<file path="src/rtl/ram_ctrl_pkg.sv">
// Shared types and default sizes for the burst RAM controller.
// Latency: none (declarations only).
// Backpressure: not applicable.
package ram_ctrl_pkg;

  localparam int AW_DEF = 4;
  localparam int DW_DEF = 8;

  typedef enum logic [1:0] {
    IDLE  = 2'd0,
    WRITE = 2'd1,
    READ  = 2'd2
  } state_t;

endpackage

</file>
<file path="src/rtl/ram_burst_ctr.sv">
// Burst address/beat counter shared by the write and read paths.
// Latency: load and advance take effect on the next rising edge.
// Backpressure: holds its value whenever advance is low.
module ram_burst_ctr
  import ram_ctrl_pkg::*;
#(
  parameter int AW = AW_DEF
) (
  input  logic          clk,
  input  logic          rst,
  input  logic          load,
  input  logic [AW-1:0] load_addr,
  input  logic [AW-1:0] load_len,
  input  logic          advance,
  output logic [AW-1:0] cur_addr,
  output logic [AW-1:0] remaining,
  output logic          last
);

  // Address wraps naturally at AW bits; remaining counts beats left minus one.
  always_ff @(posedge clk) begin
    if (rst) begin
      cur_addr  <= '0;
      remaining <= '0;
    end else if (load) begin
      cur_addr  <= load_addr;
      remaining <= load_len;
    end else if (advance) begin
      cur_addr  <= cur_addr + 1'b1;
      remaining <= remaining - 1'b1;
    end
  end

  assign last = (remaining == '0);

endmodule

</file>
<file path="src/rtl/ram_ctrl.sv">
// Burst read/write controller acting as sole initiator on a 16x8 register-file RAM.
// Latency: write beat lands at end of its accept cycle; first read beat 2 cycles after command.
// Backpressure: valid/ready on cmd, wdata and rdata; a stalled rdata freezes address and count.
module ram_ctrl
  import ram_ctrl_pkg::*;
#(
  parameter int AW = AW_DEF,
  parameter int DW = DW_DEF
) (
  input  logic          clk,
  input  logic          rst,
  input  logic          cmd_valid,
  output logic          cmd_ready,
  input  logic          cmd_wr,
  input  logic [AW-1:0] cmd_addr,
  input  logic [AW-1:0] cmd_len,
  input  logic [DW-1:0] wdata,
  input  logic          wdata_valid,
  output logic          wdata_ready,
  output logic [DW-1:0] rdata,
  output logic          rdata_valid,
  input  logic          rdata_ready,
  output logic          busy,
  output logic [AW-1:0] ram_addr,
  output logic [DW-1:0] ram_din,
  output logic          ram_wr_en,
  input  logic [DW-1:0] ram_dout
);

  state_t        state;
  state_t        state_nxt;
  logic [AW-1:0] cur_addr;
  logic [AW-1:0] remaining;
  logic          last;
  logic          accept;
  logic          wr_beat;
  logic          rd_cap;

  // Handshake readiness is gated by rst so nothing transfers on a reset edge.
  assign cmd_ready   = (state == IDLE)  && !rst;
  assign wdata_ready = (state == WRITE) && !rst;
  assign accept      = cmd_valid && cmd_ready;
  assign wr_beat     = wdata_valid && wdata_ready;
  // A read beat is captured whenever the output register is empty or being drained.
  assign rd_cap      = (state == READ) && (!rdata_valid || rdata_ready);
  assign ram_addr    = cur_addr;

  ram_burst_ctr #(.AW(AW)) u_ctr (
    .clk       (clk),
    .rst       (rst),
    .load      (accept),
    .load_addr (cmd_addr),
    .load_len  (cmd_len),
    .advance   (wr_beat || rd_cap),
    .cur_addr  (cur_addr),
    .remaining (remaining),
    .last      (last)
  );

  // State register.
  always_ff @(posedge clk) begin
    if (rst) state <= IDLE;
    else     state <= state_nxt;
  end

  // Next-state logic and RAM write-port muxing.
  always_comb begin
    state_nxt = state;
    ram_wr_en = 1'b0;
    ram_din   = '0;
    busy      = 1'b0;
    unique case (state)
      IDLE: begin
        if (accept) state_nxt = cmd_wr ? WRITE : READ;
      end
      WRITE: begin
        busy      = 1'b1;
        ram_wr_en = wdata_valid && !rst;
        ram_din   = wdata;
        if (wr_beat && last) state_nxt = IDLE;
      end
      READ: begin
        busy = 1'b1;
        if (rd_cap && last) state_nxt = IDLE;
      end
      default: state_nxt = IDLE;
    endcase
  end

  // Read output register; a pending beat outlives the burst until consumed.
  always_ff @(posedge clk) begin
    if (rst) begin
      rdata       <= '0;
      rdata_valid <= 1'b0;
    end else if (rd_cap) begin
      rdata       <= ram_dout;
      rdata_valid <= 1'b1;
    end else if (rdata_ready) begin
      rdata_valid <= 1'b0;
    end
  end

endmodule

</file>
<file path="config.mk">
export PLATFORM = sky130hd
export DESIGN_NAME = ram_ctrl
export DESIGN_NICKNAME = d
export VERILOG_FILES = /design/src/rtl/ram_ctrl_pkg.sv /design/src/rtl/ram_burst_ctr.sv /design/src/rtl/ram_ctrl.sv
export SDC_FILE = /design/constraint.sdc
export NUM_CORES = 1
export LEC_CHECK = 0
export ABC_AREA = 1
export ABC_CLOCK_PERIOD_IN_PS = 1600
export BUFFER_PORTS_ARGS = -buffer_cell sky130_fd_sc_hd__buf_2
export CAP_MARGIN = 20
export CORE_UTILIZATION = 47
export CTS_BUF_LIST = sky130_fd_sc_hd__clkbuf_4
export CTS_CLUSTER_DIAMETER = 200
export CTS_CLUSTER_SIZE = 14
export DETAILED_ROUTE_END_ITERATION = 8
export GPL_TIMING_DRIVEN = 0
export PLACE_DENSITY = 0.82
export SLEW_MARGIN = 30
export SYNTH_ARGS = -nofsm -noshare
export SYNTH_HDL_FRONTEND = slang
export SYNTH_SLANG_ARGS = --single-unit
</file>
<file path="constraint.sdc">
create_clock -name clk -period 1.6 [get_ports clk]
set_clock_uncertainty 0.15 [all_clocks]
set_input_delay 0.4 -clock clk [delete_from_list [all_inputs] [get_ports clk]]
set_output_delay 0.4 -clock clk [all_outputs]
set_load 0.02 [all_outputs]
</file>
Word level (Yosys, flattened, before mapping)

Index checks and enable logic that the tools add are counted.

Bits in latches: 0
Bits of input ports: 30
RAM bits: 0
Bits in read-only memories: 0
Logic and storage cells: 44
Bits in registers: 19
Output and inout port bits: 25
Memories: 0

Multiply operators: 0
Reductions and logical operators: 18
Shift operators: 0
Muxes and demuxes: 14
Magnitude comparators: 0
Equal/unequal tests: 5
Add/subtract/negate cells: 2
Div/mod/pow operators: 0
Bitwise gates (word level): 0

Operators by type and width:

| kind                                                   | number |
|---|---|
| 2-to-1 mux 4 bit                                       | 4 |
| logical AND 1 bit                                      | 8 |
| 2-to-1 mux 2 bit                                       | 4 |
| 2-to-1 mux 8 bit                                       | 1 |
| case mux 2 bit (3 select lines)                        | 1 |
| adder 4 x 1 -> 4 bit (second input constant)           | 1 |
| zero test 4 bit                                        | 1 |
| 2-to-1 mux 1 bit                                       | 4 |
| inequality test 2 x 1 -> 1 bit (second input constant) | 2 |
| nonzero test 2 bit                                     | 2 |
| subtractor 4 x 1 -> 4 bit (second input constant)      | 1 |
| AND reduction 3 bit                                    | 1 |
| equality test 2 x 1 -> 1 bit (second input constant)   | 1 |
| equality test 2 bit (second input constant)            | 1 |
| zero test 1 bit                                        | 2 |
| zero test 2 bit                                        | 1 |
| logical OR 1 bit                                       | 2 |
| inequality test 2 bit (second input constant)          | 1 |
| OR reduction 2 bit                                     | 1 |

Depth between registers and ports, before layout

Gate-level depths: netlist of run 1.

Depth after elaboration: 6
Depth in mapped cells: 11
Mapped depth without buffers: 10

Modules after synthesis

From an unflattened synthesis of run 1, not the netlist that was laid out.

Cell total of the unflattened synthesis: 155
Area total of the unflattened synthesis: 1051.0 µm²

By module, submodules not included:

| module        | sequential area each (µm²) | times used | area each (µm²) | cells an instance |
|---|---|---|---|---|
| ram_ctrl      | 220.2                      | 1          | 595.6           | 92 |
| ram_burst_ctr | 160.2                      | 1          | 455.4           | 63 |

Worst setup path before layout of run 1

Ideal clock, no wire load.

Kind: flip-flop to flip-flop
From: register state[0]
To: register u_ctr.cur_addr[0]
Path buffers: 1
Library setup time: 0.117 ns
Required time: 1.333 ns
Path slack: -0.031 ns
Period minus slack after synthesis: 1.631 ns
Cell stages (with the launch flop): 11
Data arrival time: 1.364 ns
Path through: dfxtp_1 inv_1 ha_1 inv_1 nor2_2 nand2_4 inv_4 buf_12 o21ai_2 nor2_1 nor2_1

Elaborated cells on any way between the ends: 11
Those cells by class: eq/ne: 2; mux: 1; reduce/logical: 8

RTL lines:

| item                                                          | RTL line            | source |
|---|---|---|
| start, declared                                               | ram_ctrl.sv:30      | `state_t state;` |
| start signal, assigned                                        | ram_ctrl.sv:63      | `else state <= state_nxt;` |
| zero test 2 bit *                                             | ram_ctrl.sv:40      | `assign cmd_ready = (state == IDLE) && !rst;` |
| logical AND 1 bit *                                           | ram_ctrl.sv:40      |  |
| named net cmd_ready                                           | ram_ctrl.sv:13      | `output logic cmd_ready,` |
| logical AND 1 bit *                                           | ram_ctrl.sv:42      | `assign accept = cmd_valid && cmd_ready;` |
| 2-to-1 mux 4 bit / nonzero test 2 bit (equally long branches) | --                  |  |
| end signal, assigned                                          | ram_burst_ctr.sv:26 | `cur_addr <= load_addr;` |
| end signal, assigned                                          | ram_burst_ctr.sv:29 | `cur_addr <= cur_addr + 1'b1;` |
| end, declared                                                 | ram_burst_ctr.sv:15 | `output logic [AW-1:0] cur_addr,` |

Mark *: on every way through the listed nets, which the timed path passes. The rest lies on a longest branch.
A chain may end at the register's enable or synchronous reset.

Worst setup path after layout of run 1

From: register state[1]
To: output ram_din[5]

Cells in the longest elaborated chain, start to end: 2

RTL lines:

| item                         | RTL line       | source |
|---|---|---|
| equality test 2 x 1 -> 1 bit | ram_ctrl.sv:72 | `unique case (state)` |
| 2-to-1 mux 8 bit             | ram_ctrl.sv:72 |  |
| end, declared                | ram_ctrl.sv:25 | `output logic [DW-1:0] ram_din,` |

No other way between the ends.

==> results of run 1 <==
flip-flops by register name (all words and copies together), names as in the netlist:
signal	flops
rdata	8
u_ctr.cur_addr	4
u_ctr.remaining	4
state	2
rdata_valid	1
worst max path at each step:
stage                     startpoint     endpoint  slack [ns]  cells after the start
after floorplan             state[1]  wdata_ready        0.03                      5
after global placement           rst    ram_wr_en       -0.02                      5
after detailed placement    state[1]    ram_wr_en       -0.03                      6
after CTS                   state[1]  wdata_ready       -0.20                      6
after global routing        state[1]   ram_din[0]       -0.23                      6
final                       state[1]   ram_din[5]       -0.19                      6
cells by family after synthesis:
logic type | share of synthesized area, %
XOR/XNOR | 1.568
AO/OA/AOI/OAI | 11.87
flip-flops | 34.04
adder cells (fa/ha/maj) | 6.719
buffers and inverters | 10.53
AND/OR/NAND/NOR | 35.27
what timing repair did:
action                                  in CTS  in global routing
gates cloned                                 2                  1
buffers inserted                             8                  3
endpoints found under the setup margin      20                 27
pin swaps                                    8                 16
resized for setup                           35                 49
endpoints found under the hold margin        0                  0
worst max-delay path, cell delays in order, from the launching register on:
cell and delay, ns:
dfxtp_2 0.37, inv_4 0.05, ha_4 0.16, buf_6 0.13, nand2_1 0.07, inv_1 0.05, buf_6 0.12
cells in the final DEF, fill, tap and decap left out, types with 3 or more instances in the layout:
| cell type | count |
|---|---|
| nand3_1 | 6 |
| o21ai_2 | 5 |
| clkbuf_4 | 3 |
| nor2_2 | 3 |
| dfxtp_1 | 17 |
| buf_2 | 42 |
| buf_6 | 17 |
| nand4_1 | 3 |
| inv_4 | 4 |
| nand2_1 | 19 |
| ha_1 | 4 |
| nor2_4 | 3 |
| nand2_4 | 7 |
| inv_2 | 9 |
| inv_1 | 6 |
| a21oi_1 | 3 |
| buf_4 | 6 |
| o21ai_0 | 12 |
| nor2_1 | 33 |
| nand2_2 | 5 |
power groups by stage:
stage,registers (mW),logic (mW),clock network (mW)
2_1_floorplan,0.923,0.919,0
3_3_place_gp,0.800,1.37,0
3_5_place_dp,0.805,1.40,0
4_1_cts,0.800,1.70,0.246
5_1_grt,0.843,2.13,0.265
6_report,0.822,1.97,0.245
layout make-up:
| cell class | count | area, um2 | share of cell area, % |
|---|---|---|---|
| Multi-Input combinational cell | 118 | 763.2 | 42.16 |
| Sequential cell | 19 | 385.4 | 21.29 |
| Clock inverter | 1 | 5.005 | 0.2764 |
| Tap cell | 28 | 35.03 | 1.935 |
| Buffer | 4 | 42.54 | 2.350 |
| Clock buffer | 3 | 22.52 | 1.244 |
| Inverter | 21 | 101.3 | 5.598 |
| Timing Repair Buffer | 64 | 455.4 | 25.16 |
metal layers:
| metal | GRT usage (%) | up-vias | part of all wire, % |
|---|---|---|---|
| met5 | 0 | - | 0 |
| met4 | 8.333 | 0 | 2.7 |
| met3 | 3.030 | 11 | 4.8 |
| met2 | 45.56 | 53 | 52 |
| met1 | 27.71 | 589 | 41 |
| li1 | - | 644 | - |
per-stage QoR:
stage                     setup slack (ns)  hold slack [ns]  utilization (%)
after CTS                          -0.1974           0.1976            74.57
after detailed placement          -0.03024           0.3227            63.92
after global placement            -0.01884           0.3131            63.92
after global routing               -0.2308           0.1978            81.06
final                              -0.1935           0.1948            81.06
after floorplan                    0.02755           0.3082                -
==> summary by stage, run 1 <==
STA
Setup repair after global routing could not meet its margin everywhere. The slew at the pin closest to its max-slew limit is 0.3483 ns. The final period demand of the worst path is between 1.5 and 2 ns. In this run the tightest slew margin relative to its limit is between 70% and 80%. The maximum clock frequency is ~560 MHz.

After layout, the worst path uses 112.1% of the clock period. Once routing completed, OpenROAD measured the worst setup slack at -0.1935 ns. The total count of hold-check failures in the final report is 0. The final-layout setup total negative slack is -2.142 ns. The final-report max-slew violation count came to 0.

Setup violations remaining at the end of the flow were counted as 17.

Place
The placed instances occupy a cell area of 0.001428 mm2. Including well taps, the total number of placed cells is around 240. Input and output buffers added on the ports amount to 54. The placed wire-length estimate is 1949 um. Routability-driven placement finished with a final weighted congestion of around 0.8.

Yosys
The portion of synthesized cell area occupied by the leading cell type is 34.04%. The number of nets in the synthesized netlist is 197. The dominant cell type by area after synthesis is dfxtp_1. The fraction of the yosys area taken by sequential cells is 34.04%.

In the synthesized netlist, the cells that appear most often are nor2_1, nand2_1, dfxtp_1, inv_1, o21ai_0. In this run, distinct cell masters in the synthesized netlist total 26. The post-synthesis area per instance is 6.940 um2. The Yosys warning count is 0. In this run, synthesis produced a sequential element count of 19.

In the post-synthesis netlist, the biggest area contributors are dfxtp_1, nor2_1, nand2_1, ha_1, o21ai_0. The most used flip-flop cell after synthesis is dfxtp_1. Counting every instance in the synthesized netlist gives 161. The most frequent cell after synthesis is nor2_1.

The combined area of all synthesized cells is around 0.0011 mm2. The share of async-settable or async-resettable flops after synthesis is 0%. The number of synthesized flops with an enable pin is 0.

Worst hold path
The cell count of the worst hold path is 3. The worst hold endpoint is rdata[0]. The class of the most critical hold timing path is input port to flip-flop. The startpoint of the lowest-slack hold path is ram_dout[0].

GRT
The number of global-route vias before repair is between 1000 and 1500. The first-pass GRT wire length is between 4000 and 5000 um. The leftover overflow at the end of global routing is 0. The number of antenna violations at the first check in global routing came to 0. Global routing consumed, over all layers together, 24.26% of the routing resources.

Entering global routing, the biggest net connects 12 pins.

Routing
The routed via count is 1297. After detailed routing, the number of remaining DRC violations is 0. In this run the remaining antenna-violating nets after routing total 0. The iteration-0 DRC count of the detailed router is 17. The first detailed-routing pass took 4 iterations.

After detailed routing, the number of vias per cell comes to 5.027. The average detailed-routed wire length per instance is 12.64 um. Wires add up to 3261 um.

Floorplanning
The floorplan step defined a die boundary enclosing 0.002576 mm2. The placeable core region is 0.002233 mm2. The initial core utilization is 50.03%.

The die is between 50 and 60 um tall. The die is 50.76 um wide. During I/O placement, the number of pins put on the boundary was 55. The floorplan has 17 rows.

Clocking
The clock buffer count from CTS is 3. The clock tree buffer depth is 2. TritonCTS built the clock tree. The clock sink count is 19. The number of hold buffers added after CTS was 0. Clock tree synthesis selected as its root buffer the cell clkbuf_4. For the worst-skew pair, the clock arrives at the later sink with an insertion delay of 0.30 ns.

In this run the number of H-tree levels came out at 1. The clock-pin transition on the worst setup and hold timing paths is 0.11 ns.

Finish
The fill cell instance count of the final layout is ~160. Of the cells placed in the final design, the portion with a size suffix greater than 1 is about half. The count of cells in the finished layout, fillers not included, comes to around 260. 0 antenna diodes ended up in the layout. The final layout net count is 267. Compared with the post-synthesis result, the final layout area differs by 62.04%. Once layout is done, the placed cells without fillers occupy ~0.0018 mm2.

Setup path
The number of cells on the worst reg-to-reg path is 12. In this run the critical register-to-register path is captured at state[1]. At the worst endpoint, the arrival time is roughly 1.2 ns.

The critical path in this run is classified as flip-flop to output port. The critical path capture point type is an output port. STA classifies the critical path startpoint as a flip-flop.

The required time of the critical path is ~1.1 ns. In this run the worst path has a maximum fanout of 5. The register-to-register setup slack is -0.06 ns.

The launch point of the worst reg-to-reg path is state[0].

Pwr
The sum of internal, switching and leakage power is around 3 mW. Summed over all cells, the static leakage comes to ~0.93 nW. The power density of the placed cells is 1677 mW/mm2. Summed over all nets, the switching power comes to around 1.4 mW.

The switching power as a share of total power is 46.86%. The relative contribution of sequential cells to total power is 27.1%. The share of total power in the clock network is 8.1%. The worst-case IR drop observed on VDD is 1.160 mV. The internal power is roughly 1.6 mW. In this run, the combinational gates consume 64.9% of the power.

Status
The run finished, with violations left. The checks that failed: setup timing.

Job
Across the run, the number of max-cap violations was 0.
Power figures use the tool's default switching activity.
==> run 2, diff against run 1 <==
--- a/config.mk
+++ b/config.mk
@@ -7,15 +7,14 @@
 export LEC_CHECK = 0
 export ABC_AREA = 1
 export ABC_CLOCK_PERIOD_IN_PS = 1600
-export BUFFER_PORTS_ARGS = -buffer_cell sky130_fd_sc_hd__buf_2
-export CAP_MARGIN = 20
-export CORE_UTILIZATION = 47
+export CORE_UTILIZATION = 64
 export CTS_BUF_LIST = sky130_fd_sc_hd__clkbuf_4
 export CTS_CLUSTER_DIAMETER = 200
 export CTS_CLUSTER_SIZE = 14
 export DETAILED_ROUTE_END_ITERATION = 8
+export DONT_BUFFER_PORTS = 1
 export GPL_TIMING_DRIVEN = 0
-export PLACE_DENSITY = 0.82
+export PLACE_DENSITY = 0.8
 export SLEW_MARGIN = 30
 export SYNTH_ARGS = -nofsm -noshare
 export SYNTH_HDL_FRONTEND = slang
==> run 2 against run 1 <==
- worst setup slack improved by 0.032 ns
- critical path depth fell by 1
- cell area decreased by 22%
- non-clock buffer count down 53
- worst hold slack worse by 0.19 ns
- the run ends with DRC, setup timing left
- clock power about the same
- power decreased by 8.2%
- critical path type unchanged
- utilization increased by 8.6 points
- highest routed layer unchanged
- die area shrank 26%
==> summary by stage, run 2 (synthesis results as in run 1) <==
Status
The flow ran to the end, but the final reports show violations. The final reports fail on DRC, setup timing.

Setup path
The maximum fanout count along the critical path was 5 (unchanged). The signal arrival time at the worst endpoint is 1.21 ns (-0.03 ns). The critical path in this run is classified as flip-flop to output port.

The kind of launch point of the worst setup path is a flip-flop. The stage delay of the slowest cell on the critical path is 0.38 ns (about the same). The slowest library cell on the worst path is dfxtp_2.

The family of cells with the greatest summed delay on the critical path is flip-flops. The sum of buffers and inverters on the critical path is 3 (-1). Walking the worst path, the cells encountered are inv_4, ha_4, buf_4, nand2_1, inv_2.

The required time of the critical path is 1.05 ns (about the same). The critical path capture point type is an output port.

STA
The total count of hold-check failures in the final report is 0 (unchanged). The tightest slew margin relative to the limit is 74.34% (-2.4 points). The final period demand of the worst path is 1.761 ns (-0.03214 ns). The maximum clock frequency came to 567.8 MHz (+1.8%). Setup repair after global routing could not meet its margin everywhere. The final-report setup violation count is 21 (+4). The final critical-path share of the clock period is 110.1% (-2.0 points). The worst-case hold slack is 0.005058 ns (-0.1897 ns). The smallest setup slack after layout came to -0.1613 ns (+0.03214 ns).

The final-report max-slew violation count is 0 (unchanged). The slew at the pin closest to its max-slew limit is 0.3844 ns (+0.03604 ns). The final-layout setup total negative slack is -2.212 ns (-0.06988 ns).

Finish
The relative area change from synthesis to final layout is 26.54%. The register bank with the most flops is rdata. In the layout the commonest cells are nor2_1, nand2_1, dfxtp_1, o21ai_0, inv_2.

The largest registers in the layout are rdata (8), u_ctr.cur_addr (4), u_ctr.remaining (4). The share of the core filled with cells in the final layout was 89.68% (+8.6 points). The fill cell instance count of the final layout was 75 (-52%). The flip-flop count of the largest register, all copies and words added was 8 (unchanged).

The most common cell after layout, fill and taps aside is nor2_1. The number of diodes is 0 (unchanged). The share of layout cells above drive strength 1 is 38.42% (-13 points). The final layout net count is 214 (-20%).

Clocking
The cell sitting at the root of the clock tree is a clkbuf_4. The clock network latency to the later pin of the worst-skew pair is 0.29 ns (about the same). The CTS tree is built. The clock-pin transition on the worst setup and hold timing paths is 0.11 ns (about the same). The clock sink count was 19 (unchanged). The H-tree level count is 1 (unchanged). The clock buffer count from CTS is 3 (unchanged). The clock tree buffer depth is 2 (unchanged).

GRT
The met3 routing resource usage after global routing was 4.583% (+1.6 points). The largest net degree at the start of global routing is 12 (unchanged). The first-pass GRT wire length is 4146 um (-12%). The number of antenna violations at the first check in global routing was 0 (unchanged). The leftover overflow at the end of global routing is 0 (unchanged). The number of global-route vias before repair is 1055 (-6.7%). The met1 demand-to-capacity share in global routing is 30.93% (+3.2 points). The busiest metal layer after global routing is met2. The all-layer global routing usage is 29.36% (+5.1 points). The met2 routing resource usage after global routing was 51.04% (+5.5 points).

Floorplanning
The number of placed I/O pins is 55 (unchanged). The placeable core region is 0.001577 mm2 (-29%). The height of the die is 43.78 um (-14%). The chip width is 43.78 um (-14%). The row count is 14 (-3). The die area is 0.001917 mm2 (-26%).

The initial core utilization is 70.87% (+21 points).

Job
The total of max-cap violations is 0 (unchanged).

Pwr
The part of the power in combinational logic is 56.1% (-8.8 points). The static power due to leakage was 0.6335 nW (-32%). The power density of the placed cells was 1972 mW/mm2 (+18%). The net switching power is 1.398 mW (-1.8%).

The relative contribution of sequential cells to total power is 35.2% (+8.1 points). The switching power as a share of total power is 50.14% (+3.3 points). The internal power is 1.390 mW (-14%).

The share of total power in the clock network is 8.7% (+0.6 points). The highest ir drop seen on vdd is 1.280 mV (+10%).

Routing
The iteration-0 DRC count of the detailed router was 59 (+42). The count of nets left with antenna violations after detail routing was 0 (unchanged). The average detailed-routed wire length per instance was 19.01 um (+50%). The routed via count came to 1230 (-5.2%).

The number of vias per cell after detailed routing came to 6.373 (+27%). The number of remaining DRC errors is 7 (+7). The routed wire length is 3668 um (+12%). The first-pass iteration count of the detailed router is 6 (+2).

Place
The worst slack at placement came to -0.1311 ns (-0.1009 ns). The placed wire-length estimate is 1732 um (-11%). The routability congestion estimate from global placement is 0.7950 (-1.4%). The quantity of I/O buffers inserted on ports is 0 (-100%).

Worst hold path
The min-delay analysis places its worst path in the category input port to flip-flop.
[run 2: cell count changes in the layout (fill, tap and decap cells not counted), sizes merged]
cell,delta
buf,-54
dlygate4sd3,+1
[run 2: final timing paths]
kind                                    startpoint            endpoint  slack (ns)  cells after the start
worst max-delay path                      state[1]          ram_din[7]       -0.16                      5
worst min-delay path                           rst         rdata_valid       0.005                      1
worst max register to register            state[0]  u_ctr.remaining[2]       -0.14                     10
worst min register to register  u_ctr.remaining[3]  u_ctr.remaining[3]        0.42                      2
[run 2: per-stage QoR]
stage	power, mW	area, um2	std cells
3_5_place_dp	2.025	1142	177
3_3_place_gp	1.971	1142	177
4_1_cts	2.439	1279	188
6_report	2.788	1414	193
5_1_grt	2.942	1414	193
2_1_floorplan	1.842	1122	161
[run 2: power groups by stage]
stage / clock network, mW / logic (mW) / registers, mW
finish: 0.242 / 1.56 / 0.981
floorplan: 0 / 0.919 / 0.923
global placement: 0 / 1.02 / 0.954
CTS: 0.243 / 1.23 / 0.962
global route: 0.262 / 1.68 / 0.995
detailed placement: 0 / 1.06 / 0.965
[run 2: cell type report]
cell class,count,area (um2),share of cell area [%]
inverter,21,96.34,6.814
buffer,4,46.29,3.274
tap,16,20.02,1.416
clock buffer,3,22.52,1.593
timing repair buffer,11,90.09,6.372
sequential,19,385.4,27.26
clock inverter,1,5.005,0.3540
multi-input combinational,118,748.2,52.92
[run 2: repair_timing]
action                     CTS  global route
pin swaps                    7            12
setup endpoints to repair   22            30
setup buffers                6             2
hold buffers                 0             1
gates resized for setup     28            26
hold endpoints to repair     0             2
gates cloned                 1             2
[run 2: metal layers]
layer / vias up / wire length (um) / part of all wire, %
met5: - / 0 / 0
met4: 0 / 299 / 8.2
met3: 38 / 445 / 12
met2: 102 / 1657 / 45
met1: 550 / 1265 / 34
li1: 540 / - / -
